File: src/rtl/dispatch_ctrl_pkg.sv
// Shared encodings for the issue-stage dispatch controller: unit select, FSM states,
// and the per-unit space check.
package dispatch_ctrl_pkg;

  localparam int ROB_WIDTH_BIT = 4;

  typedef enum logic [1:0] {
    DISP_UNIT_RS   = 2'd0,
    DISP_UNIT_LSB  = 2'd1,
    DISP_UNIT_ROB  = 2'd2,
    DISP_UNIT_RSVD = 2'd3
  } disp_unit_e;

  typedef enum logic {
    ST_RUN   = 1'b0,
    ST_JWAIT = 1'b1
  } disp_state_e;

  // A ROB entry is always needed; the target unit adds its own constraint.
  function automatic logic unit_space(input disp_unit_e unit,
                                      input logic       rob_full,
                                      input logic       rs_full,
                                      input logic       lsb_full);
    logic unit_ok;
    case (unit)
      DISP_UNIT_RS:  unit_ok = !rs_full;
      DISP_UNIT_LSB: unit_ok = !lsb_full;
      default:       unit_ok = 1'b1;
    endcase
    return !rob_full && unit_ok;
  endfunction

endpackage

File: src/rtl/dispatch_ctrl_perf_counter.sv
// Free-running event counter: increments on inc, wraps modulo 2^CNT_W.
module perf_counter #(
  parameter int CNT_W = 32
) (
  input  logic             clk_in,
  input  logic             rst_in,
  input  logic             inc,
  output logic [CNT_W-1:0] count
);

  // NOTE: sequential state is always written with <= so every flop samples pre-edge values.
  always_ff @(posedge clk_in or posedge rst_in) begin
    if (rst_in)   count <= '0;
    else if (inc) count <= count + CNT_W'(1);
  end

endmodule

File: src/rtl/dispatch_ctrl.sv
// Issue-stage sequencer: one-entry skid register between decoder and ROB/RS/LSB,
// JALR serialisation through a RUN/JWAIT FSM, flush handling and perf counters.
module dispatch_ctrl
  import dispatch_ctrl_pkg::*;
#(
  parameter int ROB_W = ROB_WIDTH_BIT,
  parameter int CNT_W = 32
) (
  input  logic             clk_in,
  input  logic             rst_in,
  input  logic             rdy_in,
  input  logic             flush,
  input  logic             dec_valid,
  output logic             dec_ready,
  input  logic [1:0]       dec_unit,
  input  logic             dec_is_jalr,
  input  logic             rob_full,
  input  logic [ROB_W-1:0] rob_free_id,
  input  logic             rs_full,
  input  logic             lsb_full,
  output logic             rob_valid,
  output logic             rs_valid,
  output logic             lsb_valid,
  output logic [ROB_W-1:0] disp_rob_id,
  input  logic             jalr_resolved,
  output logic             if_stall,
  output logic [CNT_W-1:0] perf_disp_cnt,
  output logic [CNT_W-1:0] perf_stall_cnt
);

  disp_state_e state, state_nxt;
  logic        hold_v, hold_v_nxt;
  disp_unit_e  hold_unit;
  logic        hold_jalr;

  logic live, run, space, fire, accept, stall_inc;

  // Reset is folded into live so the handshake is closed while rst_in is high.
  assign live      = rdy_in && !flush && !rst_in;
  assign run       = (state == ST_RUN);
  assign space     = unit_space(hold_unit, rob_full, rs_full, lsb_full);
  assign fire      = live && hold_v && run && space;
  assign stall_inc = live && hold_v && run && !space;
  assign dec_ready = live && run && (!hold_v || (fire && !hold_jalr));
  assign accept    = dec_valid && dec_ready;
  assign if_stall  = !dec_ready;

  assign rob_valid   = fire;
  assign rs_valid    = fire && (hold_unit == DISP_UNIT_RS);
  assign lsb_valid   = fire && (hold_unit == DISP_UNIT_LSB);
  assign disp_rob_id = fire ? rob_free_id : '0;

  // NOTE: defaults first, so every path assigns every output and no latch is inferred.
  always_comb begin
    state_nxt  = state;
    hold_v_nxt = hold_v;
    if (rdy_in) begin
      if (flush) begin
        state_nxt  = ST_RUN;
        hold_v_nxt = 1'b0;
      end else if (fire && hold_jalr) begin
        state_nxt  = ST_JWAIT;
        hold_v_nxt = 1'b0;
      end else if (state == ST_JWAIT && jalr_resolved) begin
        state_nxt  = ST_RUN;
      end else begin
        hold_v_nxt = accept | (hold_v & !fire);
      end
    end
  end

  always_ff @(posedge clk_in or posedge rst_in) begin
    if (rst_in) begin
      state  <= ST_RUN;
      hold_v <= 1'b0;
    end else begin
      state  <= state_nxt;
      hold_v <= hold_v_nxt;
    end
  end

  // Payload only moves on accept; accept is already gated by rdy_in and flush.
  always_ff @(posedge clk_in or posedge rst_in) begin
    if (rst_in) begin
      hold_unit <= DISP_UNIT_RS;
      hold_jalr <= 1'b0;
    end else if (accept) begin
      hold_unit <= disp_unit_e'(dec_unit);
      hold_jalr <= dec_is_jalr;
    end
  end

  perf_counter #(.CNT_W(CNT_W)) u_disp_cnt (
    .clk_in (clk_in),
    .rst_in (rst_in),
    .inc    (fire),
    .count  (perf_disp_cnt)
  );

  perf_counter #(.CNT_W(CNT_W)) u_stall_cnt (
    .clk_in (clk_in),
    .rst_in (rst_in),
    .inc    (stall_inc),
    .count  (perf_stall_cnt)
  );

endmodule

File: config.mk
export PLATFORM = sky130hd
export DESIGN_NAME = dispatch_ctrl
export DESIGN_NICKNAME = d
export VERILOG_FILES = /design/src/rtl/dispatch_ctrl_pkg.sv /design/src/rtl/dispatch_ctrl_perf_counter.sv /design/src/rtl/dispatch_ctrl.sv
export SDC_FILE = /design/constraint.sdc
export NUM_CORES = 1
export LEC_CHECK = 0
export ABC_AREA = 1
export CAP_MARGIN = 20
export CORE_MARGIN = 3
export CORE_UTILIZATION = 42
export CTS_CLUSTER_DIAMETER = 50
export DETAILED_ROUTE_END_ITERATION = 16
export PLACE_DENSITY_LB_ADDON = 0.05
export SYNTH_ARGS = -nofsm -noshare
export SYNTH_HDL_FRONTEND = slang
export SYNTH_SLANG_ARGS = --single-unit
File: constraint.sdc
create_clock -name clk_in -period 2.3 [get_ports clk_in]
set_input_delay 0.46 -clock clk_in [delete_from_list [all_inputs] [get_ports clk_in]]
set_output_delay 0.46 -clock clk_in [all_outputs]
set_load 0.02 [all_outputs]
==> metrics, run 1 <==
slowest cell delay on critical path 430 ps; syn_area_per_cell 6.79 um2; Max rail drop VDD 0.446 mV; Synth top area share 40.2%; Nets 753; Initial Util 43.5%; Period Utilization, post-route 93.9%; total CTS buffers 9; area grow syn2layout 29.0%; FF/Latch Area 0.00173 mm2; placed inst area 0.00539 mm2; clk_lat worst skew 350 ps; total core area 0.00986 mm2; FF+latch count, synth 69; global route overflow 0; relative slew slack 74.8%; leakage 2.56 nW; clk root buf clkbuf_8; post-route insts no fill 873; die area 0.0115 mm2; CTS tree yes; post-detail-place hpwl 8.63 mm; Clock Path Buffers 2; most frequently used flop master after synthesis dfrtp_1; antenna-violating nets left 0; synthesized instance count 632; most frequent cell after synthesis nand2_1; worst hold path startpoint state$_DFFE_PP0P_; syn nets 650; number of flops mapped to enable cells by yosys 0; Max FO, Critical Path 2; H-tree levels 3; first-pass GRT wire length 18.9 mm; M1 WL 4.88 mm; crit start category input port; DP Cell Count 857; synth warn 0; largest net degree at the start of global routing 70; WS Path Type in2out; max-slew violations 0; Routed WL 11.2 mm; clock-pin slew on the worst setup and hold paths 70 ps; WL/cell 12.8 um; Seq/Total Area, Yosys 40.2%; area occupied by multi-input gates 0.00228 mm2; status completed; initial antenna violation count 0; port buffer count 88; Mapped Area 0.00429 mm2; die width 107 um; via-per-instance ratio 4.76; # diodes 0; slowest CP cell clkdlybuf4s50_1; Tot GR Track Use 20.7%; Max Used Layer met4; final core occ 56.1%; f_max 463 MHz; number of global-route vias before repair 3951; Row Count 36; WHS 516 ps; critical path launch point rs_full; TritonCTS Sinks 69; die height 107 um; setup ws final 139 ps; Power Density 595 mW/mm2; DR vias 4159; Crit path required time 1840 ps; RSZ-0062 raised after global routing false; most used cell along the critical path nand3_1; pre-CTS WS -337 ps; synth top area cells dfrtp_1 40%, nand2_1 23%, nor2_1 9.7%; total power 3.29 mW; DR iter-0 viols 160; setup TNS 0 ps; # Post-CTS Setup Buffers 0; crit path cell chain clkdlybuf4s50_1, nand3_1, nand3_1, o21ai_1, nand2_1, inv_1, dlygate4sd2_1; 1st-pass router iterations 5; metal3 WL 411 um; share of async-settable or async-resettable flops after synthesis 100%; post-route cell area 0.00554 mm2; actual slew at the worst max-slew pin 377 ps; Fill cells 958; final clock skew 13.2 ps; layout cells sized above 1 7.70%; FF-to-FF Start u_disp_cnt.count[0]$_DFFE_PP0N_; setup violators final 0; Period minus WS final 2160 ps; I/O pins 89; GPL Wtd Cong 0.941; top post-synthesis cells by count 266 x nand2_1, 111 x nor2_1, 69 x dfrtp_1; Arr. time, crit path 1700 ps; final hold vios 0; Yosys cell types 27; Post-route DRC 0; Synth area leader dfrtp_1; kind of end point of the critical path primary output; Tightest Hold Check Type reg2reg; number of max-cap violations 0; WL met2 5.64 mm
[cell usage in the layout (no fill, tap or decap), types with 4 or more instances in the layout]
| cell | synthesis | layout |
|---|---|---|
| nand2_1 | 266 | 266 |
| nor2_1 | 111 | 111 |
| clkdlybuf4s50_1 | 0 | 79 |
| dfrtp_1 | 69 | 69 |
| inv_1 | 54 | 53 |
| nand3_1 | 24 | 24 |
| xor2_1 | 22 | 22 |
| nand3b_1 | 17 | 17 |
| o21ai_0 | 15 | 14 |
| xnor2_1 | 11 | 11 |
| clkbuf_8 | 0 | 10 |
| buf_4 | 2 | 10 |
| clkbuf_2 | 0 | 6 |
| nor2_4 | 5 | 5 |
| inv_2 | 3 | 4 |
| nor2_2 | 4 | 4 |
| nand2_2 | 4 | 4 |
| o21ai_1 | 3 | 4 |
| nand4_1 | 4 | 4 |
| clkinvlp_4 | 0 | 4 |
[power breakdown]
group / internal (mW) / switching [mW] / total (mW)
registers: 1.35 / 0.188 / 1.54
logic: 0.375 / 0.445 / 0.820
clock network: 0.426 / 0.509 / 0.935
[cells by family (layout without fill, tap and decap cells)]
kind of cell               Yosys count  count (layout)  synth area share (%)
AOI/OAI and AO/OA                   20              20                  2.42
xor gates and xnor gates            33              33                  6.74
adders and majority gates            2               2                 0.583
buffers and inverters               66             174                  6.62
DFF                                 69              69                  40.2
and+or+nand+nor                    442             442                  43.4
[registers in the layout, summed over array words and instances, names as in the netlist]
register,cells
hold_jalr,1
hold_unit,2
hold_v,1
state,1
u_disp_cnt.count,32
u_stall_cnt.count,32
[path summary, 6_finish.rpt]
kind                                                endpoint  slack, ps  depth (start not counted)
max in group asynchronous  u_stall_cnt.count[23]$_DFFE_PP0P_       1380                          4
max reg2reg                 u_disp_cnt.count[18]$_DFFE_PP0N_        490                         10
min reg2reg                                state$_DFFE_PP0P_        520                          2
min in group asynchronous  u_stall_cnt.count[30]$_DFFE_PP0P_        640                          4
max                                                dec_ready        140                          7
min                                        state$_DFFE_PP0P_        520                          2
[cell type report]
cell class | instances | area share [%]
multi-input cells | 497 | 41.2
flip-flops and latches | 69 | 31.2
repair buffers | 99 | 17.2
inverters | 59 | 4.07
well taps | 133 | 3.01
clock buffers | 10 | 2.49
clock inverters | 6 | 0.859
[what timing repair did]
action,in CTS,in global routing
pin swaps,0,0
hold buffers,0,0
resized for setup,13,14
setup endpoints to repair,9,8
[worst max-delay path, delay by kind of cell]
| family | cells | cell delay (ps) |
|---|---|---|
| AND/OR/NAND/NOR | 3 | 260 |
| buffers and inverters | 3 | 800 |
| AO/OA/AOI/OAI | 1 | 170 |
[per-layer routing]
metal,GRT usage (%),vias up
li1,-,2134
met1,25.3,1915
met2,36.6,92
met3,2.89,18
met4,8.31,0
met5,0,-
Note: power is estimated with default switching activity, not from simulation.
==> run 2, diff against run 1 <==
ABC_AREA = unset   (was 1)
CORE_MARGIN = unset   (was 3)
GPL_ROUTABILITY_DRIVEN = 0   (was unset)
==> run 2 against run 1 <==
  * Combinational power fell by 65%
  * Sequential power decreased by 14%
  * Cell count is 40% lower
  * Worst setup slack got worse by 90 ps
  * Total power fell by 17%
==> metrics, run 2 <==
top post-synthesis cells by count 69 x dfrtp_1, 41 x xnor2_1, 28 x nand3_1; Yosys cell types 43 (+59%); port buffer count 88 (unchanged); RSZ-0062 raised after global routing true; Nets 431 (-43%); metal3 WL 390 um (-5.1%); Routed WL 7.39 mm (-34%); total core area 0.00769 mm2 (-22%); status completed; Max rail drop VDD 0.305 mV (-32%); M1 WL 3.31 mm (-32%); post-detail-place hpwl 5.45 mm (-37%); number of max-cap violations 0 (unchanged); most common cell after layout, fill and taps aside clkdlybuf4s50_1; syn nets 308 (-53%); reg-to-reg slack, setup 140 ps (-350 ps); largest net degree at the start of global routing 42 (-40%); FF/Latch Area 0.00173 mm2 (unchanged); FF-to-FF Start state$_DFFE_PP0P_; via-per-instance ratio 5.03 (+5.7%); Max FO, Critical Path 3 (+1); Power Density 574 mW/mm2 (-3.5%); total CTS buffers 9 (unchanged); share of async-settable or async-resettable flops after synthesis 100% (unchanged); setup TNS 0 ps (unchanged); first-pass GRT wire length 13.0 mm (-31%); clk_lat worst skew 340 ps (about the same); critical path launch point lsb_full; multiplexer share of the synthesized area 1.66% (+1.7 points); Post-Synth Simple-Gate Area 25.2% (-18 points); most frequent cell after synthesis dfrtp_1; H-tree levels 3 (unchanged); clk root buf clkbuf_8; adder-cell area share of the yosys netlist 0.755% (+0.17 points); total power 2.72 mW (-17%); global route overflow 0 (unchanged); area occupied by multi-input gates 0.00155 mm2 (-32%); number of flops mapped to enable cells by yosys 0 (unchanged); syn_area_per_cell 11.4 um2 (+68%); Seq/Total Area, Yosys 52.1% (+12 points); most frequent cells in the layout 76 x clkdlybuf4s50_1, 69 x dfrtp_1, 41 x xnor2_1; Tightest Hold Check Type in2async; final clock skew 11.4 ps (-1.83 ps); Arr. time, crit path 1790 ps (+90 ps); most frequently used flop master after synthesis dfrtp_1; Clock Path Buffers 2 (unchanged); Tot GR Track Use 20.1% (-0.60 points); final core occ 61.6% (+5.5 points); capturing point of the worst reg2reg path u_stall_cnt.count[25]$_DFFE_PP0P_; layout cells sized above 1 20.1% (+12 points); antenna-violating nets left 0 (unchanged); synth warn 0 (unchanged); largest family of logic cells by synthesized area simple AND/OR/NAND/NOR gates; 1st-pass router iterations 4 (-1); die area 0.00825 mm2 (-28%); WL/cell 14.2 um (+11%); Fill cells 665 (-31%); setup violators final 0 (unchanged); Row Count 32 (-11%); placed inst area 0.00450 mm2 (-16%); crit start category input port; Period minus WS final 2250 ps (+89.6 ps); WHS 239 ps (-277 ps); FF+latch count, synth 69 (unchanged); hold buffers post-CTS 0 (unchanged); WL met2 3.57 mm (-37%); Crit path required time 1840 ps (about the same); biggest registers after layout u_disp_cnt.count x32, u_stall_cnt.count x32, hold_unit x2; CTS tree yes; Post-Synth XOR/XNOR Area 16.6% (+9.9 points); post-route cell area 0.00474 mm2 (-14%); relative slew slack 77.2% (+2.4 points); Max Used Layer met4; clock-pin slew on the worst setup and hold paths 80 ps (about the same); number of global-route vias before repair 2649 (-33%); Worst R2R Path Depth 9 (-1); Period Utilization, post-route 97.8% (+3.9 points); Post-route DRC 0 (unchanged); final hold vios 0 (unchanged); f_max 444 MHz (-4.0%); # diodes 0 (unchanged); die width 90.8 um (-15%); initial antenna violation count 0 (unchanged); Compound-Gate Fraction of Synth Area 2.23% (-0.19 points); Initial Util 43.1% (-0.38 points); TritonCTS Sinks 69 (unchanged); area grow syn2layout 43.0%; synthesized instance count 290 (-54%); I/O pins 89 (unchanged); DR vias 2618 (-37%); synth top area cells dfrtp_1 52%, xnor2_1 11%, xor2_1 5.3%; leakage 2.16 nW (-16%); max-slew violations 0 (unchanged); WS Path Type in2out; Synth area leader dfrtp_1; Synth top area share 52.1% (+12 points); Mapped Area 0.00331 mm2 (-23%); actual slew at the worst max-slew pin 340 ps (-36.6 ps); DR iter-0 viols 58 (-64%); die height 90.8 um (-15%); kind of end point of the critical path primary output
-- run 2: kinds of logic (layout without fill, tap and decap cells) --
family                   after synthesis  count (layout)
AND/OR/NAND/NOR                      136             136
buffers and inverters                  8             136
multiplexers                           5               5
flip-flops                            69              69
adder cells (fa/ha/maj)                2               2
AO/OA/AOI/OAI                          8               8
XOR/XNOR                              62              62
-- run 2: worst max path at each step --
stage / cells after the start / endpoint
2_1_floorplan: 1 / hold_jalr$_DFFE_PP0P_
3_3_place_gp: 5 / lsb_valid
3_5_place_dp: 5 / lsb_valid
4_1_cts: 5 / lsb_valid
5_1_grt: 4 / rs_valid
6_report: 7 / dec_ready
-- run 2: worst max-delay path: stages --
cell and delay, ps:
clkdlybuf4s50_1 460, mux2i_1 70, buf_4 150, o21ai_4 120, o21ai_1 80, and2_2 200
clkdlybuf4s15_2 250
-- run 2: power breakdown --
part	total, mW	switching (mW)	internal, mW	leakage, nW
Sequential	1.32	0.0637	1.26	0.954
Combinational	0.284	0.134	0.150	1.10
Clock	1.12	0.475	0.643	0.106
Total	2.72	0.673	2.05	2.16
-- run 2: area by class of cell --
class | count | area share, %
inverter | 5 | 0.396
clock buffer | 11 | 2.98
clock inverter | 5 | 1.77
timing repair buffer | 115 | 23.0
sequential | 69 | 36.4
multi-input combinational | 213 | 32.7
tap | 102 | 2.69
-- run 2: routing by layer --
metal / vias to the layer above / global-route usage (%)
li1: 1265 / -
met1: 1274 / 25.7
met2: 70 / 32.4
met3: 9 / 5.98
met4: 0 / 7.28
met5: - / 0
-- run 2: what timing repair did --
item / in CTS / in global routing
pin swaps: 3 / 6
setup buffers: 1 / 3
setup endpoints to repair: 9 / 29
resized for setup: 38 / 10
-- run 2: metrics by stage --
stage | worst slack [ps] | std cells
floorplan | 100 | 290
global placement | -478 | 501
detailed placement | -504 | 501
CTS | -39.3 | 518
global route | -8.18 | 520
finish | 49.7 | 520
==> run 3, diff against run 2 <==
DONT_BUFFER_PORTS = 1   (was unset)
RECOVER_POWER = 100   (was unset)
==> run 3 against run 2 <==
  * Register-to-register slack improved by 70 ps
  * Core utilization fell by 11 points
  * Via count fell by 12%
  * Count of clock-buffer cells in the layout did not move
  * Clock skew fell by 2.8 ps
  * Largest cell class unchanged
==> metrics, run 3 (synthesis gave the netlist of run 2 again) <==
f_max 450 MHz (+1.2%); max-slew violations 0 (unchanged); global route overflow 0 (unchanged); area occupied by multi-input gates 0.00155 mm2 (+0.16%); WS Path Type reg2out; TritonCTS Sinks 69 (unchanged); Period minus WS final 2220 ps (-25.8 ps); total core area 0.00769 mm2 (unchanged); most common cell after layout, fill and taps aside dfrtp_1; WL/cell 15.8 um (+11%); clk_lat worst skew 340 ps (about the same); Tightest Hold Check Type in2async; largest net degree at the start of global routing 35 (-17%); FF/Latch Area 0.00173 mm2 (unchanged); area grow syn2layout 16.7%; die width 90.8 um (unchanged); gr busiest metal met2; die area 0.00825 mm2 (unchanged); Fill cells 733 (+10%); Post-route DRC 0 (unchanged); Routed WL 6.92 mm (-6.3%); Row Count 32 (unchanged); post-route insts no fill 437 (-16%); most frequent cells in the layout 69 x dfrtp_1, 41 x xnor2_1, 28 x nand3_1; Max FO, Critical Path 8 (+5); Initial Util 43.1% (unchanged); H-tree levels 3 (unchanged); CTS tree yes; number of global-route vias before repair 2285 (-14%); status completed; antenna-violating nets left 0 (unchanged); layout cells sized above 1 21.5% (+1.4 points); DR iter-0 viols 47 (-19%); Power Density 687 mW/mm2 (+20%); final hold vios 0 (unchanged); # diodes 0 (unchanged); Crit path required time 1840 ps (about the same); via-per-instance ratio 5.28 (+4.9%); crit start category register; clock-pin slew on the worst setup and hold paths 80 ps (about the same); setup TNS 0 ps (unchanged); initial antenna violation count 0 (unchanged); leakage 1.81 nW (-16%); Max rail drop VDD 0.347 mV (+14%); WHS 183 ps (-55.9 ps); pre-CTS WS 226 ps (+730 ps); kind of end point of the critical path primary output; met2 usage 27.7% (-4.7 points); GR Layer Usage met1 22.3% (-3.4 points); actual slew at the worst max-slew pin 861 ps (+521 ps); number of max-cap violations 0 (unchanged); RSZ-0062 raised after global routing true; total CTS buffers 9 (unchanged); 1st-pass router iterations 4 (unchanged); setup violators final 0 (unchanged); relative slew slack 42.6% (-35 points); total power 2.66 mW (-2.4%); Arr. time, crit path 1760 ps (-30 ps); port buffer count 0 (-100%); setup ws final 75.6 ps (+25.8 ps); Tot GR Track Use 17.7% (-2.4 points); clk root buf clkbuf_8; Period Utilization, post-route 96.7% (-1.1 points); hold buffers post-CTS 0 (unchanged); post-detail-place hpwl 4.97 mm (-8.8%); DP Cell Count 414 (-17%); DR vias 2309 (-12%); Nets 348 (-19%); biggest registers after layout u_disp_cnt.count x32, u_stall_cnt.count x32, hold_unit x2; Clock Path Buffers 2 (unchanged); first-pass GRT wire length 11.4 mm (-13%); met3 Use GR 5.30% (-0.67 points); final clock skew 8.59 ps (-2.76 ps); I/O pins 89 (unchanged); die height 90.8 um (unchanged)
## run 3: cell count changes in the layout (fill, tap and decap cells not counted), moves of 2 or more
| cell | before | now |
|---|---|---|
| buf_12 | 2 | 0 |
| buf_2 | 5 | 0 |
| buf_4 | 27 | 21 |
| clkbuf_1 | 1 | 9 |
| clkdlybuf4s50_1 | 76 | 0 |
| dlymetal6s2s_1 | 3 | 0 |
## run 3: worst max-delay path: stages (launching register included)
cell and delay (ps):
dfrtp_1 420, nor4b_4 350, and2_1 240, buf_4 170
and3_2 250
## run 3: repair_timing
item / 4_1_cts / 5_1_grt
gates cloned: 0 / 0
resized for setup: 2 / 3
buffers inserted: 3 / 4
endpoints found under the hold margin: 0 / 0
endpoints found under the setup margin: 7 / 8
pin swaps: 1 / 4
## run 3: final cells by class
| type | count | area share (%) |
|---|---|---|
| Multi-Input combinational cell | 213 | 40.2 |
| Timing Repair Buffer | 32 | 5.37 |
| Tap cell | 102 | 3.30 |
| Clock buffer | 11 | 3.91 |
| Sequential cell | 69 | 44.6 |
| Clock inverter | 5 | 2.10 |
| Inverter | 5 | 0.485 |
## run 3: power by group
part / total, mW / internal (mW) / switching, mW
Clock: 1.14 / 0.672 / 0.472
Combinational: 0.159 / 0.0733 / 0.0856
Sequential: 1.35 / 1.26 / 0.0975
Total: 2.66 / 2.00 / 0.655
## run 3: worst paths after layout
kind | start | end | slack, ps | cells after the start
setup reg to reg | state$_DFFE_PP0P_ | u_stall_cnt.count[25]$_DFFE_PP0P_ | 210 | 8
hold reg to reg | hold_jalr$_DFFE_PP0P_ | state$_DFFE_PP0P_ | 570 | 1
min in group clk_in | dec_unit[0] | hold_unit[0]$_DFFE_PP0P_ | 270 | 1
setup / recovery | state$_DFFE_PP0P_ | disp_rob_id[3] | 80 | 4
max in group asynchronous | rst_in | u_disp_cnt.count[21]$_DFFE_PP0N_ | 760 | 2
hold / removal | rst_in | u_stall_cnt.count[2]$_DFFE_PP0P_ | 180 | 1
## run 3: through the flow
stage / cell area [um2] / util, %
2_1_floorplan: 3310 / -
3_3_place_gp: 3610 / 47.0
3_5_place_dp: 3610 / 47.0
4_1_cts: 3870 / 50.4
5_1_grt: 3870 / 50.3
6_report: 3870 / 50.3
## run 3: metal layers
layer | part of all wire, % | wire length [um]
met1 | 45 | 3100
met2 | 47 | 3260
met3 | 5.9 | 407
met4 | 2.2 | 155
met5 | 0 | 0
